==> src/rtl/y86_pkg.sv <==
// Shared types and constants for the sequential Y86-64 controller.
// Stage states, stat codes, icodes and small decode helpers.
package y86_pkg;

  typedef enum logic [2:0] {
    S_FETCH,
    S_DECODE,
    S_EXECUTE,
    S_MEMORY,
    S_WRITEBACK,
    S_PCUPD,
    S_HALT,
    S_ERR
  } state_e;

  localparam logic [2:0] STAT_AOK = 3'd1;
  localparam logic [2:0] STAT_HLT = 3'd2;
  localparam logic [2:0] STAT_ADR = 3'd3;
  localparam logic [2:0] STAT_INS = 3'd4;

  localparam logic [3:0] I_HALT   = 4'h0;
  localparam logic [3:0] I_NOP    = 4'h1;
  localparam logic [3:0] I_RRMOVQ = 4'h2;
  localparam logic [3:0] I_IRMOVQ = 4'h3;
  localparam logic [3:0] I_RMMOVQ = 4'h4;
  localparam logic [3:0] I_MRMOVQ = 4'h5;
  localparam logic [3:0] I_OPQ    = 4'h6;
  localparam logic [3:0] I_JXX    = 4'h7;
  localparam logic [3:0] I_CALL   = 4'h8;
  localparam logic [3:0] I_RET    = 4'h9;
  localparam logic [3:0] I_PUSHQ  = 4'hA;
  localparam logic [3:0] I_POPQ   = 4'hB;

  // Instructions that touch data memory.
  function automatic logic uses_mem(input logic [3:0] ic);
    return ic inside {I_RMMOVQ, I_MRMOVQ, I_CALL,
                      I_RET, I_PUSHQ, I_POPQ};
  endfunction

  // One-hot enables {pc,w,m,e,d,f} for a state.
  function automatic logic [5:0] stage_en(input state_e s);
    logic [5:0] en;
    en = 6'b0;
    unique case (s)
      S_FETCH:     en = 6'b000001;
      S_DECODE:    en = 6'b000010;
      S_EXECUTE:   en = 6'b000100;
      S_MEMORY:    en = 6'b001000;
      S_WRITEBACK: en = 6'b010000;
      S_PCUPD:     en = 6'b100000;
      S_HALT:      en = 6'b000000;
      S_ERR:       en = 6'b000000;
    endcase
    return en;
  endfunction

endpackage

==> src/rtl/y86_seq_controller_if.sv <==
// Controller <-> stage bus: fetch flags, PC select, data-memory
// handshake, stage enables and status.
interface y86_seq_controller_if;
  logic [3:0]  icode;
  logic        hlt;
  logic        imem_error;
  logic        instr_invalid;
  logic [63:0] new_pc;
  logic        mem_ack;
  logic        dmem_error;
  logic [63:0] pc;
  logic        f_en;
  logic        d_en;
  logic        e_en;
  logic        m_en;
  logic        w_en;
  logic        pc_en;
  logic        mem_req;
  logic [2:0]  stat;
  logic        busy;

  modport master (
    input  icode, hlt, imem_error, instr_invalid,
    input  new_pc, mem_ack, dmem_error,
    output pc, f_en, d_en, e_en, m_en, w_en, pc_en,
    output mem_req, stat, busy
  );

  modport slave (
    output icode, hlt, imem_error, instr_invalid,
    output new_pc, mem_ack, dmem_error,
    input  pc, f_en, d_en, e_en, m_en, w_en, pc_en,
    input  mem_req, stat, busy
  );
endinterface

==> src/rtl/y86_mem_wait_timer.sv <==
// Saturating 5-bit wait counter for the MEMORY stage.
// timeout fires while enabled and the count equals LIMIT.
module y86_mem_wait_timer #(
  parameter int LIMIT = 15
) (
  input  logic clk,
  input  logic rst_n,
  input  logic clr,
  input  logic en,
  output logic timeout
);

  logic [4:0] cnt_q;
  logic [4:0] cnt_d;

  // Clear outside MEMORY, count up and saturate inside.
  always_comb begin
    cnt_d = cnt_q;
    if (clr)
      cnt_d = 5'd0;
    else if (en && cnt_q != 5'h1f)
      cnt_d = cnt_q + 5'd1;
  end

  // Counter register.
  always_ff @(posedge clk) begin
    if (!rst_n)
      cnt_q <= 5'd0;
    else
      cnt_q <= cnt_d;
  end

  assign timeout = en && (cnt_q == 5'(LIMIT));

endmodule

==> src/rtl/y86_seq_controller.sv <==
// Stage sequencer and PC owner for the sequential Y86-64 core.
// Optional perf counters under `Y86_PERF_CNT_EN.
import y86_pkg::*;

module y86_seq_controller #(
  parameter logic [63:0] RESET_PC    = 64'd0,
  parameter int          MEM_TIMEOUT = 15
) (
  input  logic clk,
  input  logic rst_n,
`ifdef Y86_PERF_CNT_EN
  output logic [31:0] cycle_cnt,
  output logic [31:0] instr_cnt,
`endif
  y86_seq_controller_if.master bus
);

  state_e      state_q, state_d;
  logic [63:0] pc_q, pc_d;
  logic [2:0]  stat_q, stat_d;
  logic [5:0]  en_q, en_d;
  logic        mem_req_q, mem_req_d;
  logic        busy_q, busy_d;
  logic        in_mem;
  logic        timeout;

  assign in_mem = (state_q == S_MEMORY);

  y86_mem_wait_timer #(
    .LIMIT (MEM_TIMEOUT)
  ) u_timer (
    .clk     (clk),
    .rst_n   (rst_n),
    .clr     (!in_mem),
    .en      (in_mem),
    .timeout (timeout)
  );

  // Next-state, PC and status; outputs follow the next state.
  always_comb begin
    state_d = state_q;
    pc_d    = pc_q;
    stat_d  = stat_q;
    unique case (state_q)
      S_FETCH: state_d = S_DECODE;
      S_DECODE: begin
        if (bus.imem_error) begin
          stat_d  = STAT_ADR;
          state_d = S_ERR;
        end else if (bus.instr_invalid) begin
          stat_d  = STAT_INS;
          state_d = S_ERR;
        end else if (bus.hlt) begin
          stat_d  = STAT_HLT;
          state_d = S_HALT;
        end else begin
          state_d = S_EXECUTE;
        end
      end
      S_EXECUTE:
        state_d = uses_mem(bus.icode) ? S_MEMORY
                                      : S_WRITEBACK;
      S_MEMORY: begin
        if (bus.mem_ack) begin
          if (bus.dmem_error) begin
            stat_d  = STAT_ADR;
            state_d = S_ERR;
          end else begin
            state_d = S_WRITEBACK;
          end
        end else if (timeout) begin
          stat_d  = STAT_ADR;
          state_d = S_ERR;
        end
      end
      S_WRITEBACK: state_d = S_PCUPD;
      S_PCUPD: begin
        pc_d    = bus.new_pc;
        state_d = S_FETCH;
      end
      S_HALT: state_d = S_HALT;
      S_ERR:  state_d = S_ERR;
    endcase
    en_d      = stage_en(state_d);
    mem_req_d = (state_d == S_MEMORY);
    busy_d    = !(state_d == S_HALT || state_d == S_ERR);
  end

  // FSM and registered outputs.
  always_ff @(posedge clk) begin
    if (!rst_n) begin
      state_q   <= S_FETCH;
      pc_q      <= RESET_PC;
      stat_q    <= STAT_AOK;
      en_q      <= 6'b000001;
      mem_req_q <= 1'b0;
      busy_q    <= 1'b1;
    end else begin
      state_q   <= state_d;
      pc_q      <= pc_d;
      stat_q    <= stat_d;
      en_q      <= en_d;
      mem_req_q <= mem_req_d;
      busy_q    <= busy_d;
    end
  end

  assign bus.pc      = pc_q;
  assign bus.f_en    = en_q[0];
  assign bus.d_en    = en_q[1];
  assign bus.e_en    = en_q[2];
  assign bus.m_en    = en_q[3];
  assign bus.w_en    = en_q[4];
  assign bus.pc_en   = en_q[5];
  assign bus.mem_req = mem_req_q;
  assign bus.stat    = stat_q;
  assign bus.busy    = busy_q;

`ifdef Y86_PERF_CNT_EN
  logic [31:0] cyc_q, cyc_d;
  logic [31:0] ins_q, ins_d;

  // Busy cycles and retired (or halting) instructions.
  always_comb begin
    cyc_d = busy_q ? cyc_q + 32'd1 : cyc_q;
    ins_d = ins_q;
    if (state_q == S_PCUPD ||
        (state_d == S_HALT && state_q != S_HALT))
      ins_d = ins_q + 32'd1;
  end

  // Counter registers.
  always_ff @(posedge clk) begin
    if (!rst_n) begin
      cyc_q <= 32'd0;
      ins_q <= 32'd0;
    end else begin
      cyc_q <= cyc_d;
      ins_q <= ins_d;
    end
  end

  assign cycle_cnt = cyc_q;
  assign instr_cnt = ins_q;
`endif

endmodule

==> src/flat_wrapper.sv <==
// flat-port wrapper written by rule: the top's interface ports become plain ports
module y86_seq_controller_flat 
#(
  parameter logic [63:0] RESET_PC    = 64'd0,
  parameter int          MEM_TIMEOUT = 15
)
  (clk, rst_n, bus_icode, bus_hlt, bus_imem_error, bus_instr_invalid, bus_new_pc, bus_mem_ack, bus_dmem_error, bus_pc, bus_f_en, bus_d_en, bus_e_en, bus_m_en, bus_w_en, bus_pc_en, bus_mem_req, bus_stat, bus_busy);
  y86_seq_controller_if bus_i ();
  input  logic clk;
  input  logic rst_n;
  input wire logic [$bits(bus_i.icode)-1:0] bus_icode;
  input wire logic [$bits(bus_i.hlt)-1:0] bus_hlt;
  input wire logic [$bits(bus_i.imem_error)-1:0] bus_imem_error;
  input wire logic [$bits(bus_i.instr_invalid)-1:0] bus_instr_invalid;
  input wire logic [$bits(bus_i.new_pc)-1:0] bus_new_pc;
  input wire logic [$bits(bus_i.mem_ack)-1:0] bus_mem_ack;
  input wire logic [$bits(bus_i.dmem_error)-1:0] bus_dmem_error;
  output wire logic [$bits(bus_i.pc)-1:0] bus_pc;
  output wire logic [$bits(bus_i.f_en)-1:0] bus_f_en;
  output wire logic [$bits(bus_i.d_en)-1:0] bus_d_en;
  output wire logic [$bits(bus_i.e_en)-1:0] bus_e_en;
  output wire logic [$bits(bus_i.m_en)-1:0] bus_m_en;
  output wire logic [$bits(bus_i.w_en)-1:0] bus_w_en;
  output wire logic [$bits(bus_i.pc_en)-1:0] bus_pc_en;
  output wire logic [$bits(bus_i.mem_req)-1:0] bus_mem_req;
  output wire logic [$bits(bus_i.stat)-1:0] bus_stat;
  output wire logic [$bits(bus_i.busy)-1:0] bus_busy;
  assign bus_i.icode = bus_icode;
  assign bus_i.hlt = bus_hlt;
  assign bus_i.imem_error = bus_imem_error;
  assign bus_i.instr_invalid = bus_instr_invalid;
  assign bus_i.new_pc = bus_new_pc;
  assign bus_i.mem_ack = bus_mem_ack;
  assign bus_i.dmem_error = bus_dmem_error;
  assign bus_pc = bus_i.pc;
  assign bus_f_en = bus_i.f_en;
  assign bus_d_en = bus_i.d_en;
  assign bus_e_en = bus_i.e_en;
  assign bus_m_en = bus_i.m_en;
  assign bus_w_en = bus_i.w_en;
  assign bus_pc_en = bus_i.pc_en;
  assign bus_mem_req = bus_i.mem_req;
  assign bus_stat = bus_i.stat;
  assign bus_busy = bus_i.busy;
  y86_seq_controller #(.RESET_PC(RESET_PC), .MEM_TIMEOUT(MEM_TIMEOUT)) u_core (.clk(clk), .rst_n(rst_n), .bus(bus_i));
endmodule
==> config.mk <==
export PLATFORM = sky130hd
export DESIGN_NAME = y86_seq_controller_flat
export DESIGN_NICKNAME = d
export VERILOG_FILES = /design/src/rtl/y86_pkg.sv /design/src/rtl/y86_seq_controller_if.sv /design/src/rtl/y86_mem_wait_timer.sv /design/src/rtl/y86_seq_controller.sv /design/src/flat_wrapper.sv
export SDC_FILE = /design/constraint.sdc
export NUM_CORES = 1
export LEC_CHECK = 0
export ABC_AREA = 0
export CELL_PAD_IN_SITES_DETAIL_PLACEMENT = 0
export CELL_PAD_IN_SITES_GLOBAL_PLACEMENT = 1
export CORE_ASPECT_RATIO = 0.5
export CORE_UTILIZATION = 26
export CTS_CLUSTER_SIZE = 30
export DETAILED_ROUTE_END_ITERATION = 12
export GPL_TIMING_DRIVEN = 0
export PLACE_DENSITY_LB_ADDON = 0.1
export SETUP_SLACK_MARGIN = 0.3
export SYNTH_ARGS = -nofsm -noshare
export SYNTH_HDL_FRONTEND = slang
export SYNTH_SLANG_ARGS = --single-unit
==> constraint.sdc <==
create_clock -name clk -period 1.8 [get_ports clk]
set_input_delay 0.36 -clock clk [delete_from_list [all_inputs] [get_ports clk]]
set_output_delay 0.36 -clock clk [all_outputs]
set_load 0.005 [all_outputs]
==> metrics.md, run 1 <==
| Metric | Value |
|---|---|
| Largest net degree at the start of global routing | 14 |
| Yosys reg bits | 83 |
| Die width | 158 µm |
| Die area | 12700 µm² |
| Synth cell types | 37 |
| Critical path data required time | 2.06 ns |
| Mapped Area | 3180 µm² |
| Via/cell ratio | 4.24 |
| P per Cell Area | 936 nW/µm² |
| # IOs | 150 |
| Post-Synthesis Cells | 371 |
| Max transition margin | 66.3% |
| Cell Area, Placed | 4900 µm² |
| Critical path arrival | 1.85 ns |
| Maximum fanout along the worst path | 3 |
| Die H | 80.2 µm |
| Number of port buffers | 147 |
| Setup Crit Path Kind | reg -> reg |
| Total Power | 4.97 mW |
| Most frequent cells in the layout | nand2_1 (130), dlygate4sd2_1 (75), dfxtp_1 (74) |
| Antenna diodes | 0 |
| Routed length per instance | 12.7 µm |
| Clk sinks | 83 |
| Gpl congestion | 0.773 |
| Measured slew at the worst slew-check pin | 0.505 ns |
| CTS root buffer | clkbuf_16 |
| Global-route wire length before repair | 14.2 mm |
| Finished Layout Cells | 704 |
| TNS Setup | 0 ns |
| Residual DRC | 0 |
| H-tree Lvls | 3 |
| Final Hold Vio Count | 0 |
| Post-placement cell count | 683 |
| Worst skew pair latency | 0.33 ns |
| Clock power frac | 41.8% |
| Worst hold path class | reg -> reg |
| Int Power | 3.78 mW |
| Final period utilization | 88.4% |
| Clk slew on worst S/H paths | 0.06 ns |
| Post-route cell area | 5310 µm² |
| Detailed-router iteration count before antenna repair | 4 |
| Crit start category | flip-flop |
| Max-cap viol count | 0 |
| Total track usage | 14.5% |
| Status | complete, no violations |
| Final antenna-violating net count | 0 |
| Net Switching | 1.18 mW |
| Switch share | 23.8% |
| Static Leak | 2.25 nW |
| Number of setup violations in the final report | 0 |
| TritonCTS clock tree | done |
| Clk buf depth | 2 |
| Sequential share of the synthesized area | 52.2% |
| Initial core utilization | 26.8% |
| Sequential power share | 40.8% |
| Pre-CTS setup slack | -0.0899 ns |
| Dpl hpwl | 6.40 mm |
| Unrepaired setup endpoints after global routing | yes |
| Combinational power share | 17.4% |
| Row cnt | 28 |
| Slew Viols, Final | 0 |
| Post-CTS Hold Buffers | 0 |
| Post-Syn Nets | 449 |
| Hold WS | 0.447 ns |
| Final WL | 8.92 mm |
| GR Overflow Total | 0 |
| Max Fclk | 0.628 GHz |
| Minimum clock period | 1.59 ns |
| Commonest non-fill, non-tap cell in the layout | nand2_1 |
| Initial antenna violation count | 0 |
| Avg Cell Area, Syn | 8.58 µm² |
| P&R area growth vs syn | 66.7% |
| Final WS setup | 0.208 ns |
| Fillers | 1270 |
| Worst Clk Skew | 0.00908 ns |
| Synthesis warning total | 0 |
| CP endpoint kind | flip-flop |
| Nets | 613 |
| Core ar. | 11900 µm² |
| Peak VDD IR | 450 µV |
| Share of post-route cells with drive strength above 1 | 11.7% |
| Number of global-route vias before repair | 2812 |
| Final core occ | 44.7% |
| CTS Buf Count | 9 |
| Initial DRC count | 132 |
| Via count | 2985 |
==> state kept, by name, summed over array words and instances, names as in the netlist <==
register / count
u_core.bus.busy: 1
u_core.bus.mem_req: 1
u_core.bus.stat: 3
u_core.state_q: 3
u_core.u_timer.cnt_q: 5
u_core.bus.pc: 64
u_core.en_q: 6
==> repair_timing <==
| action | 4_1_cts | 5_1_grt |
|---|---|---|
| buffers inserted | 3 | 3 |
| resized for setup | 91 | 30 |
| pin swaps | 6 | 4 |
| setup endpoints to repair | 138 | 78 |
==> logic make-up after synthesis <==
logic type / synth area share (%)
flops: 52.2
buf+inv: 4.05
xor+xnor: 0.826
compound gates: 17.5
fa+ha+maj: 1.18
mux: 0.629
simple gates: 23.6
==> per-layer routing <==
layer / up-vias / global-route usage, % / part of all wire [%]
li1: 1549 / - / -
met1: 1361 / 17.6 / 47
met2: 68 / 24.7 / 47
met3: 7 / 4.91 / 5.6
met4: 0 / 3.46 / 0.66
met5: - / 0 / 0
==> power by group through the flow <==
stage,registers [mW],logic (mW),clock network [mW]
4_1_cts,2.03,0.851,2.14
3_3_place_gp,2.07,0.905,0
3_5_place_dp,2.07,0.900,0
6_report,2.03,0.865,2.07
5_1_grt,2.04,0.960,2.21
2_1_floorplan,2.08,0.380,0
==> synthesized netlist by cell type <==
library cell  number  area, µm²
buf_4              1       7.51
a211oi_1           2       15.0
and2b_1            2       15.0
nor2b_1            6       37.5
a21boi_0           4       30.0
a21boi_1          49        368
nand4_1            1       6.26
o311ai_0           1       8.76
dfxtp_1           83       1660
clkbuf_1           9       33.8
nor2_1            10       37.5
mux2i_1            2       20.0
nor3_2             1       10.0
a21oi_1           14       70.1
and3_1             1       6.26
o31a_1             2       17.5
nor4_1             1       6.26
xnor2_1            1       8.76
nand3_1            3       15.0
o21ai_0            3       15.0
ha_1               3       37.5
nor3b_1            5       37.5
xor2_1             2       17.5
and2_1             2       12.5
o211ai_1           2       15.0
buf_6              1       11.3
or3b_1             1       8.76
o211a_1            1       10.0
or3_4              1       11.3
nor3_1             5       25.0
a221oi_1           1       8.76
nand2_1          130        488
nand4b_1           1       8.76
inv_1              3       11.3
nand2b_1           2       12.5
buf_2             13       65.1
or2_2              2       12.5
==> final timing paths <==
check	start	endpoint	slack, ns	cells after the start
max	u_core.u_timer.cnt_q[0]	u_core.bus.mem_req	0.21	7
min	u_core.bus.pc[30]	u_core.bus.pc[30]	0.45	2
max reg2reg	u_core.u_timer.cnt_q[0]	u_core.bus.mem_req	0.21	7
min reg2reg	u_core.bus.pc[30]	u_core.bus.pc[30]	0.45	2
==> final cells by class <==
cell class / count / area, µm² / area share, %
well taps: 165 / 206 / 3.89
inverters: 3 / 11.3 / 0.212
flip-flops and latches: 83 / 1670 / 31.5
plain buffers: 24 / 169 / 3.18
repair buffers: 153 / 1430 / 26.9
multi-input cells: 261 / 1490 / 28.0
clock inverters: 5 / 103 / 1.93
clock buffers: 10 / 229 / 4.32
==> critical path, cell delays in order (launching register included) <==
cell,delay [ns]
dfxtp_2,0.32
ha_2,0.17
and3_4,0.18
ha_4,0.16
nor3_4,0.12
nor3_2,0.06
or3_4,0.35
nor3b_2,0.15
Power figures use the tool's default switching activity.
==> inputs of run 2 (changes only) <==
Settings changed: CORE_UTILIZATION 26 to 29.
Clock period 1.8 ns to 1.5 ns, I/O delays scaled along.
==> metrics.md, run 2 (synthesized netlist as in run 1, its figures left out) <==
| Metric | Value |
|---|---|
| CTS root buffer | clkbuf_16 |
| Peak VDD IR | 602 µV |
| Reg2Reg Depth | 7 |
| Initial antenna violation count | 0 |
| Peak per-stage delay on the critical path | 0.35 ns |
| Via count | 3213 |
| FF/Latch Area | 1730 µm² |
| Worst Clk Skew | 0.00878 ns |
| Number of setup violations in the final report | 8 |
| Critical path arrival | 1.86 ns |
| Clk slew on worst S/H paths | 0.06 ns |
| Most frequent cells in the layout | clkdlybuf4s50_1 (67), nand2_2 (50), dfxtp_2 (48) |
| Slew Viols, Final | 0 |
| Routed length per instance | 14.1 µm |
| Commonest non-fill, non-tap cell in the layout | clkdlybuf4s50_1 |
| Core ar. | 10400 µm² |
| RR Endpoint | u_core.bus.mem_req |
| Max Fclk | 0.624 GHz |
| Residual DRC | 0 |
| Share of post-route cells with drive strength above 1 | 54.3% |
| Minimum clock period | 1.60 ns |
| Hold endpoint | u_core.bus.pc[62] |
| Worst skew pair latency | 0.33 ns |
| Final period utilization | 107% |
| GR Overflow Total | 0 |
| P&R area growth vs syn | 106% |
| Global-route wire length before repair | 15.5 mm |
| CP endpoint kind | flip-flop |
| Cell Area, Placed | 4910 µm² |
| Initial core utilization | 30.5% |
| Final core occ | 62.7% |
| Final WL | 10.1 mm |
| Max reg flops | 64 |
| Maximum fanout along the worst path | 3 |
| Status | finished with violations |
| Nets | 649 |
| Die area | 11400 µm² |
| Setup Crit Path Kind | reg -> reg |
| Detailed-router iteration count before antenna repair | 4 |
| Hold path start | u_core.bus.pc[62] |
| Total track usage | 17.4% |
| Row cnt | 26 |
| Worst hold path class | reg -> reg |
| Max-cap viol count | 0 |
| P per Cell Area | 1020 nW/µm² |
| Critical path data required time | 1.75 ns |
| Critical path's slowest cell | or3_4 |
| Via/cell ratio | 4.49 |
| Failing checks | negative setup slack |
| Number of global-route vias before repair | 3021 |
| Die H | 76.1 µm |
| CP most frequent cell | ha_4 |
| Area of the multi-input gates | 2090 µm² |
| H-tree Lvls | 3 |
| Initial DRC count | 93 |
| Post-route cell area | 6550 µm² |
| Measured slew at the worst slew-check pin | 0.468 ns |
| Static Leak | 2.70 nW |
| Final antenna-violating net count | 0 |
| TNS Setup | -0.490 ns |
| Total Power | 6.69 mW |
| Die width | 150 µm |
| TritonCTS clock tree | done |
| Hold WS | 0.446 ns |
| Number of port buffers | 147 |
| CTS Buf Count | 9 |
| R2r startpoint | u_core.u_timer.cnt_q[0] |
| Final WS setup | -0.103 ns |
| Dpl hpwl | 6.12 mm |
| Largest net degree at the start of global routing | 15 |
| Post-placement cell count | 658 |
| Final Hold Vio Count | 0 |
| Hold Path Stages | 2 |
| Max transition margin | 68.8% |
| Gpl congestion | 0.723 |
| Unrepaired setup endpoints after global routing | yes |
| Post-CTS Hold Buffers | 0 |
| Clk buf depth | 2 |
| # IOs | 150 |
| Antenna diodes | 0 |
| Fillers | 898 |
| Clk sinks | 83 |
| Finished Layout Cells | 716 |
| R2R setup slack | -0.10 ns |
| Worst path cell trace | ha_4 > and3_4 > ha_4 > nor3_4 > nor3_2 > or3_4 > nor3b_2 |
| Pre-CTS setup slack | -0.327 ns |
| Crit start category | flip-flop |
-- run 2: cell types whose count changed in the layout (fill, tap and decap cells not counted), sizes merged --
cell / change
buf: +34
bufinv: -1
clkbuf: +47
clkdlybuf4s15: +29
clkdlybuf4s50: -4
dlygate4sd2: -70
dlymetal6s2s: +1
inv: +1
-- run 2: metal layers --
layer  GRT usage [%]  up-vias  share of wire (%)
li1                -     1629                  -
met1            22.0     1503                 46
met2            29.0       77                 48
met3            5.33        4                5.0
met4            3.64        0               0.35
met5               0        -                  0
-- run 2: critical path, delay by kind of cell, from the launching register on --
family	cells	cell delay [ns]
adders and majority gates	2	0.32
DFF	1	0.33
and+or+nand+nor	5	0.87
-- run 2: repair_timing --
item,4_1_cts,5_1_grt
gates cloned,9,6
setup buffers,16,11
pin swaps,79,66
setup endpoints to repair,157,143
gates resized for setup,332,172
-- run 2: worst max-delay path by stage --
| stage | start | cells after the start | slack [ns] | to |
|---|---|---|---|---|
| after detailed placement | bus_icode[2] | 5 | -0.33 | u_core.bus.busy |
| after floorplan | u_core.u_timer.cnt_q[0] | 7 | -0.05 | u_core.bus.mem_req |
| final | u_core.u_timer.cnt_q[0] | 7 | -0.10 | u_core.bus.mem_req |
| after global routing | u_core.u_timer.cnt_q[0] | 7 | -0.14 | u_core.en_q[3] |
| after global placement | bus_icode[2] | 5 | -0.35 | u_core.bus.busy |
| after CTS | u_core.u_timer.cnt_q[0] | 7 | -0.11 | u_core.bus.mem_req |
-- run 2: area by class of cell --
type | count | share of cell area, %
Buffer | 24 | 4.95
Multi-Input combinational cell | 261 | 31.8
Clock buffer | 11 | 3.70
Inverter | 3 | 0.172
Timing Repair Buffer | 189 | 29.0
Clock inverter | 5 | 1.30
Sequential cell | 83 | 26.3
Tap cell | 140 | 2.67
-- run 2: power breakdown --
group	leakage, nW	internal, mW	total, mW	switching [mW]
Combinational	1.85	1.05	1.80	0.754
Clock	0.156	1.51	2.43	0.913
Sequential	0.696	2.38	2.47	0.0889
Total	2.70	4.94	6.69	1.76
